## src/rtl/dmem_store_buffer_ctrl.sv

```systemverilog
// Store-buffer controller that owns the data-memory port: stores are posted to a FIFO and retired in idle cycles.
// Define DMEM_ALIGN_CHK_EN to flag misaligned halfword/word accesses instead of performing them.
module dmem_store_buffer_ctrl #(
    parameter int DEPTH  = 4,
    parameter int ADDR_W = 9
) (
    input  logic                   clk,
    input  logic                   reset,
    input  logic                   req_valid,
    input  logic                   req_rw,
    input  logic [ADDR_W-1:0]      req_addr,
    input  logic [1:0]             req_size,
    input  logic                   req_se,
    input  logic [31:0]            req_data,
    input  logic                   drain_req,
    output logic                   stall,
    output logic [31:0]            load_data,
    output logic                   misalign,
    output logic [$clog2(DEPTH):0] sb_count,
    output logic                   sb_empty,
    output logic [ADDR_W-1:0]      dm_a,
    output logic [31:0]            dm_di,
    output logic [1:0]             dm_size,
    output logic                   dm_rw,
    output logic                   dm_e,
    output logic                   dm_se,
    input  logic [31:0]            dm_do
);
    localparam int PW = $clog2(DEPTH);
    localparam int CW = PW + 1;

    typedef enum logic {RUN, FLUSH} state_e;

    state_e            state_q, state_d;
    logic [PW-1:0]     head_q, head_d, tail_q, tail_d;
    logic [CW-1:0]     count_q, count_d;
    logic [ADDR_W-1:0] addr_q [DEPTH];
    logic [1:0]        size_q [DEPTH];
    logic [31:0]       data_q [DEPTH];

    logic hazard, misalChk, badReq, doDrain, doEnq, bufEmpty, bufFull;

    function automatic logic [ADDR_W-1:0] span(input logic [1:0] size);
        case (size)
            2'b00:   span = ADDR_W'(1);
            2'b01:   span = ADDR_W'(2);
            default: span = ADDR_W'(4);
        endcase
    endfunction

`ifdef DMEM_ALIGN_CHK_EN
    assign misalChk = req_valid & (((req_size == 2'b01) & req_addr[0]) |
                                   ((req_size == 2'b10) & (req_addr[1:0] != 2'b00)));
`else
    assign misalChk = 1'b0;
`endif

    assign badReq   = (req_size == 2'b11) | misalChk;
    assign bufEmpty = (count_q == '0);
    assign bufFull  = (count_q == CW'(DEPTH));

    // Byte ranges overlap iff the modular distance from one start to the other is below that side's length.
    always_comb begin
        hazard = 1'b0;
        for (int k = 0; k < DEPTH; k++) begin
            if ((CW'(k) < count_q) &&
                (((req_addr - addr_q[head_q + PW'(k)]) < span(size_q[head_q + PW'(k)])) ||
                 ((addr_q[head_q + PW'(k)] - req_addr) < span(req_size))))
                hazard = 1'b1;
        end
    end

    always_comb begin
        state_d   = state_q;
        doDrain   = 1'b0;
        doEnq     = 1'b0;
        stall     = 1'b0;
        load_data = 32'd0;
        dm_a      = '0;
        dm_di     = 32'd0;
        dm_size   = 2'b10;
        dm_rw     = 1'b0;
        dm_e      = 1'b0;
        dm_se     = 1'b0;
        if (state_q == RUN) begin
            if (drain_req)
                state_d = FLUSH;
            if (req_valid && !badReq) begin
                if (!req_rw) begin
                    if (hazard) begin
                        stall   = 1'b1;
                        doDrain = 1'b1;
                    end else begin
                        dm_a      = req_addr;
                        dm_size   = req_size;
                        dm_se     = req_se;
                        load_data = dm_do;
                    end
                end else if (!bufFull) begin
                    doEnq   = 1'b1;
                    doDrain = !bufEmpty;
                end else begin
                    stall   = 1'b1;
                    doDrain = 1'b1;
                end
            end else begin
                doDrain = !bufEmpty;
            end
        end else begin
            stall   = req_valid;
            doDrain = !bufEmpty;
            if (!drain_req && bufEmpty)
                state_d = RUN;
        end
        if (doDrain) begin
            dm_a    = addr_q[head_q];
            dm_di   = data_q[head_q];
            dm_size = size_q[head_q];
            dm_rw   = 1'b1;
            dm_e    = 1'b1;
        end
        // Reset wins over everything so a drain write in flight during reset never reaches memory.
        if (reset) begin
            stall     = 1'b0;
            load_data = 32'd0;
            doDrain   = 1'b0;
            doEnq     = 1'b0;
            dm_a      = '0;
            dm_di     = 32'd0;
            dm_size   = 2'b10;
            dm_rw     = 1'b0;
            dm_e      = 1'b0;
            dm_se     = 1'b0;
        end
    end

    assign head_d  = head_q + PW'(doDrain);
    assign tail_d  = tail_q + PW'(doEnq);
    assign count_d = count_q + CW'(doEnq) - CW'(doDrain);

    always_ff @(posedge clk) begin
        if (reset) begin
            state_q <= RUN;
            head_q  <= '0;
            tail_q  <= '0;
            count_q <= '0;
        end else begin
            state_q <= state_d;
            head_q  <= head_d;
            tail_q  <= tail_d;
            count_q <= count_d;
        end
    end

    always_ff @(posedge clk) begin
        if (doEnq) begin
            addr_q[tail_q] <= req_addr;
            size_q[tail_q] <= req_size;
            data_q[tail_q] <= req_data;
        end
    end

    assign misalign = misalChk & ~reset;
    assign sb_count = reset ? '0 : count_q;
    assign sb_empty = (sb_count == '0);
endmodule

```

## config.mk

```make
export PLATFORM = sky130hd
export DESIGN_NAME = dmem_store_buffer_ctrl
export DESIGN_NICKNAME = d
export VERILOG_FILES = /design/src/rtl/dmem_store_buffer_ctrl.sv
export SDC_FILE = /design/constraint.sdc
export NUM_CORES = 1
export LEC_CHECK = 0
export ABC_AREA = 1
export CAP_MARGIN = 20
export CELL_PAD_IN_SITES_DETAIL_PLACEMENT = 1
export CELL_PAD_IN_SITES_GLOBAL_PLACEMENT = 2
export CORE_ASPECT_RATIO = 2
export CORE_UTILIZATION = 37
export CTS_BUF_LIST = sky130_fd_sc_hd__clkbuf_4
export CTS_CLUSTER_SIZE = 24
export DETAILED_ROUTE_END_ITERATION = 12
export HOLD_SLACK_MARGIN = 0.12
export PLACE_DENSITY_LB_ADDON = 0.15
export RECOVER_POWER = 100
export SLEW_MARGIN = 25
export SYNTH_ARGS = -nofsm -noshare
export SYNTH_HDL_FRONTEND = slang
export SYNTH_SLANG_ARGS = --single-unit
```

## constraint.sdc

```tcl
create_clock -name clk -period 7.8 [get_ports clk]
set_input_delay 1.56 -clock clk [delete_from_list [all_inputs] [get_ports clk]]
set_output_delay 1.56 -clock clk [all_outputs]
set_load 0.05 [all_outputs]
```

# Yosys cells after proc, flatten, opt, wreduce, memory -nomap -nowiden

Memory sizes are Yosys's and may differ from the RTL's. A register that Yosys moved wholly into a read port is not among the register bits.
Index checks and enable logic that the tools add are counted.

Register bits: 8
Latch bits: 0
Memory bits (writable): 172
Bits in read-only memories: 0
Input port bits: 81
Output and inout bits: 84
Word-level logic and storage cells: 121
Memories kept: 3

Memories:

| name   | depth | width | read ports | clocked after Yosys merged registers in | wr ports | line | source |
|---|---|---|---|---|---|---|---|
| data_q | 4     | 32    | 1          | 1                                       | 1        | 39   | `logic [31:0] data_q [DEPTH];` |
| addr_q | 4     | 9     | 4          | 1                                       | 1        | 37   | `logic [ADDR_W-1:0] addr_q [DEPTH];` |
| size_q | 4     | 2     | 4          | 1                                       | 1        | 38   | `logic [1:0] size_q [DEPTH];` |

$add $sub $neg: 15
$mul: 0
Divide/modulo/power cells: 0
Order comparisons: 12
Equal/unequal tests: 7
Shift-type cells: 0
Multiplexer cells: 60
Bitwise operators: 0
Reductions and logical operators: 20

Operators with widths:

| operator            | count |
|---|---|
| $mux 32             | 7 |
| $lt 9x9->1          | 8 |
| $sub 9x9->9         | 8 |
| $mux 9              | 6 |
| $mux 1              | 32 |
| $pmux 3 s2          | 5 |
| $mux 2              | 9 |
| $eq 2x1->1 const B  | 5 |
| $logic_not 2->1     | 5 |
| $logic_and 1x1->1   | 6 |
| $logic_not 3->1     | 2 |
| $lt 1x3->1 const A  | 2 |
| $lt 2x3->1 const A  | 2 |
| $add 2x1->2         | 2 |
| $add 2x2->2 const B | 2 |
| $logic_or 1x1->1    | 4 |
| $add 3x1->3         | 1 |
| $eq 3x3->1 const B  | 1 |
| $logic_not 1->1     | 3 |
| $mux 3              | 1 |
| $sub 3x1->3         | 1 |
| $add 2x1->2 const B | 1 |
| $eq 2x2->1 const B  | 1 |

# Longest topological paths before layout

Gate-level depths: netlist (run 1).
An unclocked memory read counts as a cell.

Depth after elaboration: 17
Mapped depth: 35
Gate-level depth less buffers: 31

# Worst setup path after synthesis (run 1)

OpenSTA, ideal clock, no wires.

Path type: reg2out
Start point: register head_q[0]
End point: output port dm_di[15]
Data arrival time: 4.648 ns
Slack: 1.592 ns
Stages on the path, launching flop included: 26
Path buffers: 6
Path through: dfxtp_1 buf_6 buf_2 buf_2 clkbuf_1 buf_2 mux2i_1 o21ai_0 inv_1 fa_1 xor2_1 ha_1 a21oi_1 nand3_1 nor2_1 nand2_1 nor2_1 nand2_1 nand2_1 nand2_1 nand2_2 nor2_4 nand2_4 nand3_4 buf_6 a31oi_1

Cells in the longest elaborated chain, start to end: 16

Ends and longest elaborated chain:

| item                                                                | line | source |
|---|---|---|
| from (decl)                                                         | 35   | `logic [PW-1:0] head_q, head_d, tail_q, tail_d;` |
| from (signal assigned)                                              | 144  | `head_q <= '0;` |
| from (signal assigned)                                              | 149  | `head_q <= head_d;` |
| parallel branches: the longest is 9 deep, another holds $mem_v2 4x9 | -    |  |
| $mux 1 (*)                                                          | 66   | `if ((CW'(k) < count_q) &&` |
| $mux 1 (*)                                                          | 90   | `if (hazard) begin` |
| $mux 1 (*)                                                          | 89   | `if (!req_rw) begin` |
| $mux 1 (*)                                                          | 88   | `if (req_valid && !badReq) begin` |
| $mux 1 (*)                                                          | 85   | `if (state_q == RUN) begin` |
| $mux 32 (*)                                                         | 115  | `if (doDrain) begin` |
| $mux 32 (*)                                                         | 123  | `if (reset) begin` |
| to (decl)                                                           | 22   | `output logic [31:0] dm_di,` |

Every way passes the cells marked *.

# Worst setup path after layout (run 1)

Start point: input port req_addr[3]
End point: output port dm_a[8]

Cells in the longest elaborated chain, start to end: 14

Ends and longest elaborated chain:

| item                                    | line   | source |
|---|---|---|
| from (decl)                             | 11     | `input logic [ADDR_W-1:0] req_addr,` |
| $sub 9x9->9 (on tied branches)          | 67, 68 |  |
| $lt 9x9->1 (on tied branches)           | 67, 68 |  |
| $logic_or 1x1->1                        | 67     | `(((req_addr - addr_q[head_q + PW'(k)]) < span(size_q[head_q + PW'(k)])) \|\|` |
| $logic_and 1x1->1                       | 66     |  |
| $mux 1 (3 in a row)                     | 66     |  |
| $mux 1 (*)                              | 66     |  |
| $mux 9 / $mux 1 (equally long branches) | 90     |  |
| $mux 9 / $mux 1 (equally long branches) | 89     |  |
| $mux 9 / $mux 1 (equally long branches) | 88     |  |
| $mux 9 / $mux 1 (equally long branches) | 85     |  |
| $mux 9 (*)                              | 115    |  |
| $mux 9 (*)                              | 123    |  |
| to (decl)                               | 21     | `output logic [ADDR_W-1:0] dm_a,` |

Every way passes the cells marked *; elsewhere a longest branch is shown, timed or not.

==> out/qor.txt, run 1 <==
number of synthesized flops with an enable pin: 172
GRT Total Usage: 25.85%
Power Dens Cells: 340.9 nW/µm²
Cell Int Power: 2.354 mW
initial antenna violation count: 2
period utilization: 95.86%
worst vdd ir: 322.3 µV
Layout Skew: 0.02674 ns
leakage power: 6.345 nW
Setup Viol. Count Final: 0
crit path cell chain: dlygate4sd3_1 > clkbuf_1 > inv_1 > ha_1 > nand2_1 > nor2_1 > nand2_1 > nand3_1 > nand2_1 > nand2_1 > inv_1 > nand2_1 > nor2_1 > nand3_1 > nand2_1 > nand2_1 > nand2_2 > nor2_1 > nand3_1 > buf_4 > o22ai_1 > clkdlybuf4s15_2
WL final: 40990 µm
slowest cell on the critical path: dlygate4sd3_1
type of the worst min-delay path: register to register
H-tree depth: 4
Max Cap Viol: 4
Setup crit start kind: input pin
Avg Vias per Cell: 5.156
Core Area: 31660 µm²
Clock Latency Late Sink: 0.62 ns
Gate power share: 65.4%
part of the power in registers: 22.6%
first-pass GRT wire length: 62390 µm
CP peak stage delay: 0.53 ns
final hold violations: 0
Syn Std Cell Area: 11920 µm²
CP Class: input pin to output pin
pins over their slew limit: 36
# nets final: 1752
setup TNS: 0 ns
main flop type after synthesis: edfxtp_1
Die X: 128.9 µm
Yosys cell types: 37
failing checks: max-capacitance violations, max-slew violations
share of the core filled with cells: 45.35%
via count: 10400
Num Clock Sinks: 180
CTS tree: yes
data arrival time of the worst path: 5.92 ns
clock root cell: clkbuf_4
crit path max fanout: 12
Initial Utilization: 37.66%
Detailed Place HPWL: 31640 µm
Design Area, Final: 14360 µm²
non-filler cells, final: 2017
Antenna Violating Nets Remaining: 0
Post-CTS Setup Inserts: 0
min Tclk post-route: 7.477 ns
die area: 32990 µm²
Buf/Inv on CP: 6
total grt overflow: 0
CP most frequent cell: nand2_1
Syn Inst Count: 1426
placed cell area: 14810 µm²
Worst-path clk slew: 0.17 ns
DRC violations left: 0
Longest Clk Path Bufs: 2
first-pass iteration count of the detailed router: 5
Critical Path RT: 6.24 ns
Port Buffers: 163
PostCTS Resize Cnt: 0
Tightest Pin Transition: 2.088 ns
TritonCTS Buffers: 17
Hold Buf Count CTS: 0
outcome: complete, but fails checks
Post-Place Cells: 1982
Area growth syn-to-layout: 20.40%
share of layout cells above drive strength 1: 7.417%
final-layout fill cell count: 3789
number of global-route vias before repair: 11310
Synth Register Bits: 180
Worst slew margin: -40.30%
DIE HEIGHT: 255.9 µm
post-synthesis sequential area ratio: 44.66%
Synth async-reset ratio: 0%
Mapped Nets: 1600
Routed WL per cell: 20.32 µm
CP Capture Type: output pin
clock power share: 12.0%
Detailed Route Iter0 Violations: 320
sw frac: 51.90%
largest net degree at the start of global routing: 80
P_sw: 2.540 mW
IO Count: 165
Rows: 92
RSZ-0062 raised after global routing: no
Synthesis Warnings: 0
syn_area_per_cell: 8.361 µm²
crit-path leading delay family: buffers and inverters
f_max: 0.1337 GHz
GP Congestion: 0.8674
==> through the flow <==
stage	power (mW)	setup slack, ns	hold slack (ns)
detailed placement	4.510	0.6741	0.5699
global route	5.306	0.05050	0.6113
global placement	4.451	0.7460	0.5594
finish	4.894	0.3227	0.5886
CTS	5.111	0.4252	0.6009
floorplan	3.356	1.592	0.5015
==> cell families after synthesis <==
| kind of cell | synth area share [%] |
|---|---|
| AOI/OAI and AO/OA | 9.508 |
| xor gates and xnor gates | 1.028 |
| adders and majority gates | 10.33 |
| buffers and inverters | 8.343 |
| DFF | 44.66 |
| muxes | 1.343 |
| other | 0.03145 |
| and+or+nand+nor | 24.76 |
==> worst paths after layout <==
path	startpoint	end	slack, ns	cells after the start
max	req_addr[3]	dm_a[8]	0.32	22
min	tail_q[1]	tail_q[1]	0.59	2
max reg2reg	state_q	data_q[3][10]	2.04	7
min reg2reg	tail_q[1]	tail_q[1]	0.59	2
==> worst min-delay path, cell delays in order, from the launching register on <==
cell and delay (ns):
dfxtp_1 0.38, xnor2_1 0.15, nor2_1 0.04
==> state kept, by name (all words and copies together) (netlist names) <==
signal	count
head_q	2
count_q	3
tail_q	2
size_q	8
data_q	128
state_q	1
addr_q	36
==> power groups by stage <==
stage	Clock (mW)	Sequential, mW	Combinational (mW)
after CTS	0.607	1.11	3.40
after detailed placement	0	1.13	3.38
final	0.587	1.11	3.20
after global placement	0	1.13	3.33
after global routing	0.636	1.11	3.56
after floorplan	0	1.11	2.25
==> cell usage after synthesis (all sizes together), types with 10 or more instances <==
library cell,number,area share (%)
a21oi,54,2.3
a22oi,23,1.4
a31oi,23,2.2
buf,30,1.7
clkbuf,29,0.91
edfxtp,172,43
ha,84,8.8
inv,180,5.7
mux2i,16,1.3
nand2,443,14
nand3,144,6.1
nand4,21,1.1
nor2,94,3.0
o21ai,45,1.9
o22ai,10,0.52
xor2,11,0.81
==> placed cells by master (no fill, tap or decap), drive strengths merged, types with 16 or more instances in the layout <==
| cell type | n |
|---|---|
| mux2i | 16 |
| buf | 51 |
| clkdlybuf4s50 | 37 |
| dlygate4sd3 | 47 |
| a22oi | 23 |
| nand3 | 144 |
| nand4 | 21 |
| ha | 84 |
| a31oi | 23 |
| clkbuf | 65 |
| nand2 | 443 |
| edfxtp | 172 |
| nor2 | 94 |
| inv | 188 |
| a21oi | 54 |
| o21ai | 45 |
==> final cells by class <==
type,instances,area [µm²],area share (%)
multi-input combinational,1007,5483,38.19
sequential,180,5329,37.12
timing repair buffer,192,1981,13.80
inverter,180,680.7,4.742
tap,423,529.3,3.687
clock inverter,15,217.7,1.517
clock buffer,17,127.6,0.8890
antenna,3,7.507,0.05230
==> layer usage <==
metal / wire length (µm) / part of all wire (%) / vias to the layer above / GRT usage (%)
met1: 14020 / 34 / 5056 / 24.03
met4: 2608 / 6.4 / 0 / 16.24
met3: 1047 / 2.6 / 74 / 3.282
met2: 23320 / 57 / 202 / 51.02
li1: - / - / 5067 / -
met5: 0 / 0 / - / 0
Power figures use the tool's default switching activity.
==> inputs of run 2 (changes only) <==
--- a/config.mk
+++ b/config.mk
@@ -14,6 +14,7 @@
 export CTS_BUF_LIST = sky130_fd_sc_hd__clkbuf_4
 export CTS_CLUSTER_SIZE = 24
 export DETAILED_ROUTE_END_ITERATION = 12
+export GPL_TIMING_DRIVEN = 1
 export HOLD_SLACK_MARGIN = 0.12
 export PLACE_DENSITY_LB_ADDON = 0.15
 export RECOVER_POWER = 100
==> results of run 2 <==
Same layout as run 1: the final DEF is identical, and so are final timing and power.
==> inputs of run 3 (changes only) <==
--- a/config.mk
+++ b/config.mk
@@ -10,8 +10,7 @@
 export CELL_PAD_IN_SITES_DETAIL_PLACEMENT = 1
 export CELL_PAD_IN_SITES_GLOBAL_PLACEMENT = 2
 export CORE_ASPECT_RATIO = 2
-export CORE_UTILIZATION = 37
-export CTS_BUF_LIST = sky130_fd_sc_hd__clkbuf_4
+export CORE_UTILIZATION = 36
 export CTS_CLUSTER_SIZE = 24
 export DETAILED_ROUTE_END_ITERATION = 12
 export GPL_TIMING_DRIVEN = 1
==> out/qor.txt, run 3 (same netlist as run 1, synthesis figures left out) <==
clock root cell: clkbuf_16
Crit. Startpoint: req_addr[5]
commonest cells after routing, fill and taps aside: nand2_1 (437), inv_1 (178), edfxtp_1 (172), nand3_1 (143), nor2_1 (94)
Hold Crit Start: state_q
setup TNS: 0 ns
CP Class: input pin to output pin
PostCTS Resize Cnt: 0
grt peak-use layer: met2
IO Count: 165
TritonCTS Buffers: 17
total grt overflow: 0
Routed WL per cell: 20.67 µm
CP peak stage delay: 0.93 ns
Worst-path clk slew: 0.08 ns
GRT Total Usage: 25.68%
failing checks: max-capacitance violations, max-slew violations
flip-flop count of the largest register after layout: 128
Avg Vias per Cell: 5.203
DRC violations left: 0
outcome: complete, but fails checks
final-layout fill cell count: 3891
leading registers by flop count: data_q (128), addr_q (36), size_q (8)
crit-path leading delay family: buffers and inverters
area of the multi-input gates: 5487 µm²
grt met3 use: 3.442%
data arrival time of the worst path: 5.80 ns
Antenna Violating Nets Remaining: 0
Post-CTS Setup Inserts: 0
largest net degree at the start of global routing: 62
CP Capture Type: output pin
first-pass GRT wire length: 63650 µm
Setup Viol. Count Final: 0
leakage power: 6.523 nW
GP Congestion: 0.8934
initial antenna violation count: 0
CTS tree: yes
final hold violations: 0
Tightest Pin Transition: 2.980 ns
Worst R2R Start: head_q[0]
share of layout cells above drive strength 1: 8.475%
diode count: 0
Longest Clk Path Bufs: 2
Clock Latency Late Sink: 0.45 ns
WL final: 41750 µm
Buf/Inv on CP: 4
pins over their slew limit: 44
Critical Path RT: 6.24 ns
f_max: 0.1359 GHz
Max Cap Viol: 1
Reg with most FFs: data_q
# nets final: 1754
worst vdd ir: 296.4 µV
Area growth syn-to-layout: 26.98%
Hold Buf Count CTS: 0
via count: 10510
Power Dens Cells: 353.9 nW/µm²
Port Buffers: 163
H-tree depth: 4
Detailed Route Iter0 Violations: 374
register area: 5329 µm²
period utilization: 94.32%
Layout Skew: 0.01388 ns
crit path max fanout: 31
total power draw: 5.358 mW
type of the worst min-delay path: register to register
Worst slew margin: -98.65%
CP most frequent cell: nand2_1
DIE HEIGHT: 259.4 µm
min Tclk post-route: 7.357 ns
slowest cell on the critical path: dlygate4sd3_1
Initial Utilization: 36.86%
GRT met2 Usage: 51.07%
crit path cell chain: dlygate4sd3_1 > inv_1 > ha_1 > a21oi_1 > or2_2 > nand3_1 > nand3_1 > nand2_1 > nor2_1 > nand2_1 > nand2_1 > nand2_1 > nand2_2 > nor2_1 > nand2_1 > buf_4 > nor2_1 > clkbuf_1
Setup crit start kind: input pin
number of global-route vias before repair: 11260
RSZ-0062 raised after global routing: no
die area: 33890 µm²
commonest non-fill, non-tap cell in the layout: nand2_1
Detailed Place HPWL: 31810 µm
M1 GR Usage: 24.75%
Num Clock Sinks: 180
share of the core filled with cells: 46.80%
Die X: 130.7 µm
first-pass iteration count of the detailed router: 4
Core Area: 32350 µm²
Rows: 93
[run 3: cell types whose count changed in the layout (fill, tap and decap cells not counted), sizes merged, moves of 2 or more]
cell / delta
buf: +37
bufinv: +3
clkbuf: -26
clkinv: -2
diode: -3
dlymetal6s2s: -8
inv: -2
[run 3: final cells by class]
type | instances | share of cell area (%)
multi-input combinational | 1007 | 36.24
sequential | 180 | 35.20
inverter | 180 | 4.496
clock buffer | 17 | 2.810
timing repair buffer | 194 | 16.28
tap | 427 | 3.529
clock inverter | 15 | 1.446
[run 3: power by group]
part	leakage, nW	internal [mW]	switching, mW
Combinational	4.59	1.14	2.16
Clock	0.313	0.546	0.394
Sequential	1.62	1.08	0.0282
[run 3: per-stage QoR]
| stage | hold WS [ns] | setup slack (ns) | area (µm²) | cells |
|---|---|---|---|---|
| global placement | 0.5464 | 0.6323 | 14810 | 1988 |
| floorplan | 0.5015 | 1.592 | 11920 | 1426 |
| CTS | 0.5815 | 0.5373 | 15460 | 2020 |
| global route | 0.5974 | 0.1966 | 15140 | 2020 |
| finish | 0.5642 | 0.4432 | 15140 | 2020 |
| detailed placement | 0.5667 | 0.5415 | 14810 | 1988 |
[run 3: routing by layer]
layer  wire length [µm]  vias to the layer above  part of all wire (%)
met2              24360                      196                    58
met5                  0                        -                     0
met4               1950                        0                   4.7
met3               1182                       78                   2.8
li1                   -                     5063                     -
met1              14250                     5173                    34
[run 3: path summary, 6_finish.rpt]
kind,end,slack [ns],cells past startpoint
setup / recovery,load_data[3],0.44,18
hold / removal,state_q,0.56,2
setup reg to reg,count_q[2],2.55,27
hold reg to reg,state_q,0.56,2
[run 3: worst reg2reg max path, cell delays in order, from the launching register on]
cell,delay [ns]
dfxtp_4,0.52
buf_4,0.39
nand2_1,0.10
o21ai_0,0.13
inv_1,0.06
o21ai_0,0.61
inv_1,0.12
ha_1,0.42
a21oi_1,0.34
nor2_1,0.07
nor2_1,0.18
nand2_1,0.09
nand2_1,0.07
a21oi_1,0.07
nand2_1,0.07
nand2_1,0.05
nand2_1,0.08
nand2_2,0.08
nor2_1,0.25
nand2_4,0.11
nand3_4,0.17
inv_1,0.13
nand2_1,0.13
nand2_1,0.07
ha_1,0.19
fa_1,0.38
xor2_1,0.16
nor2_1,0.05
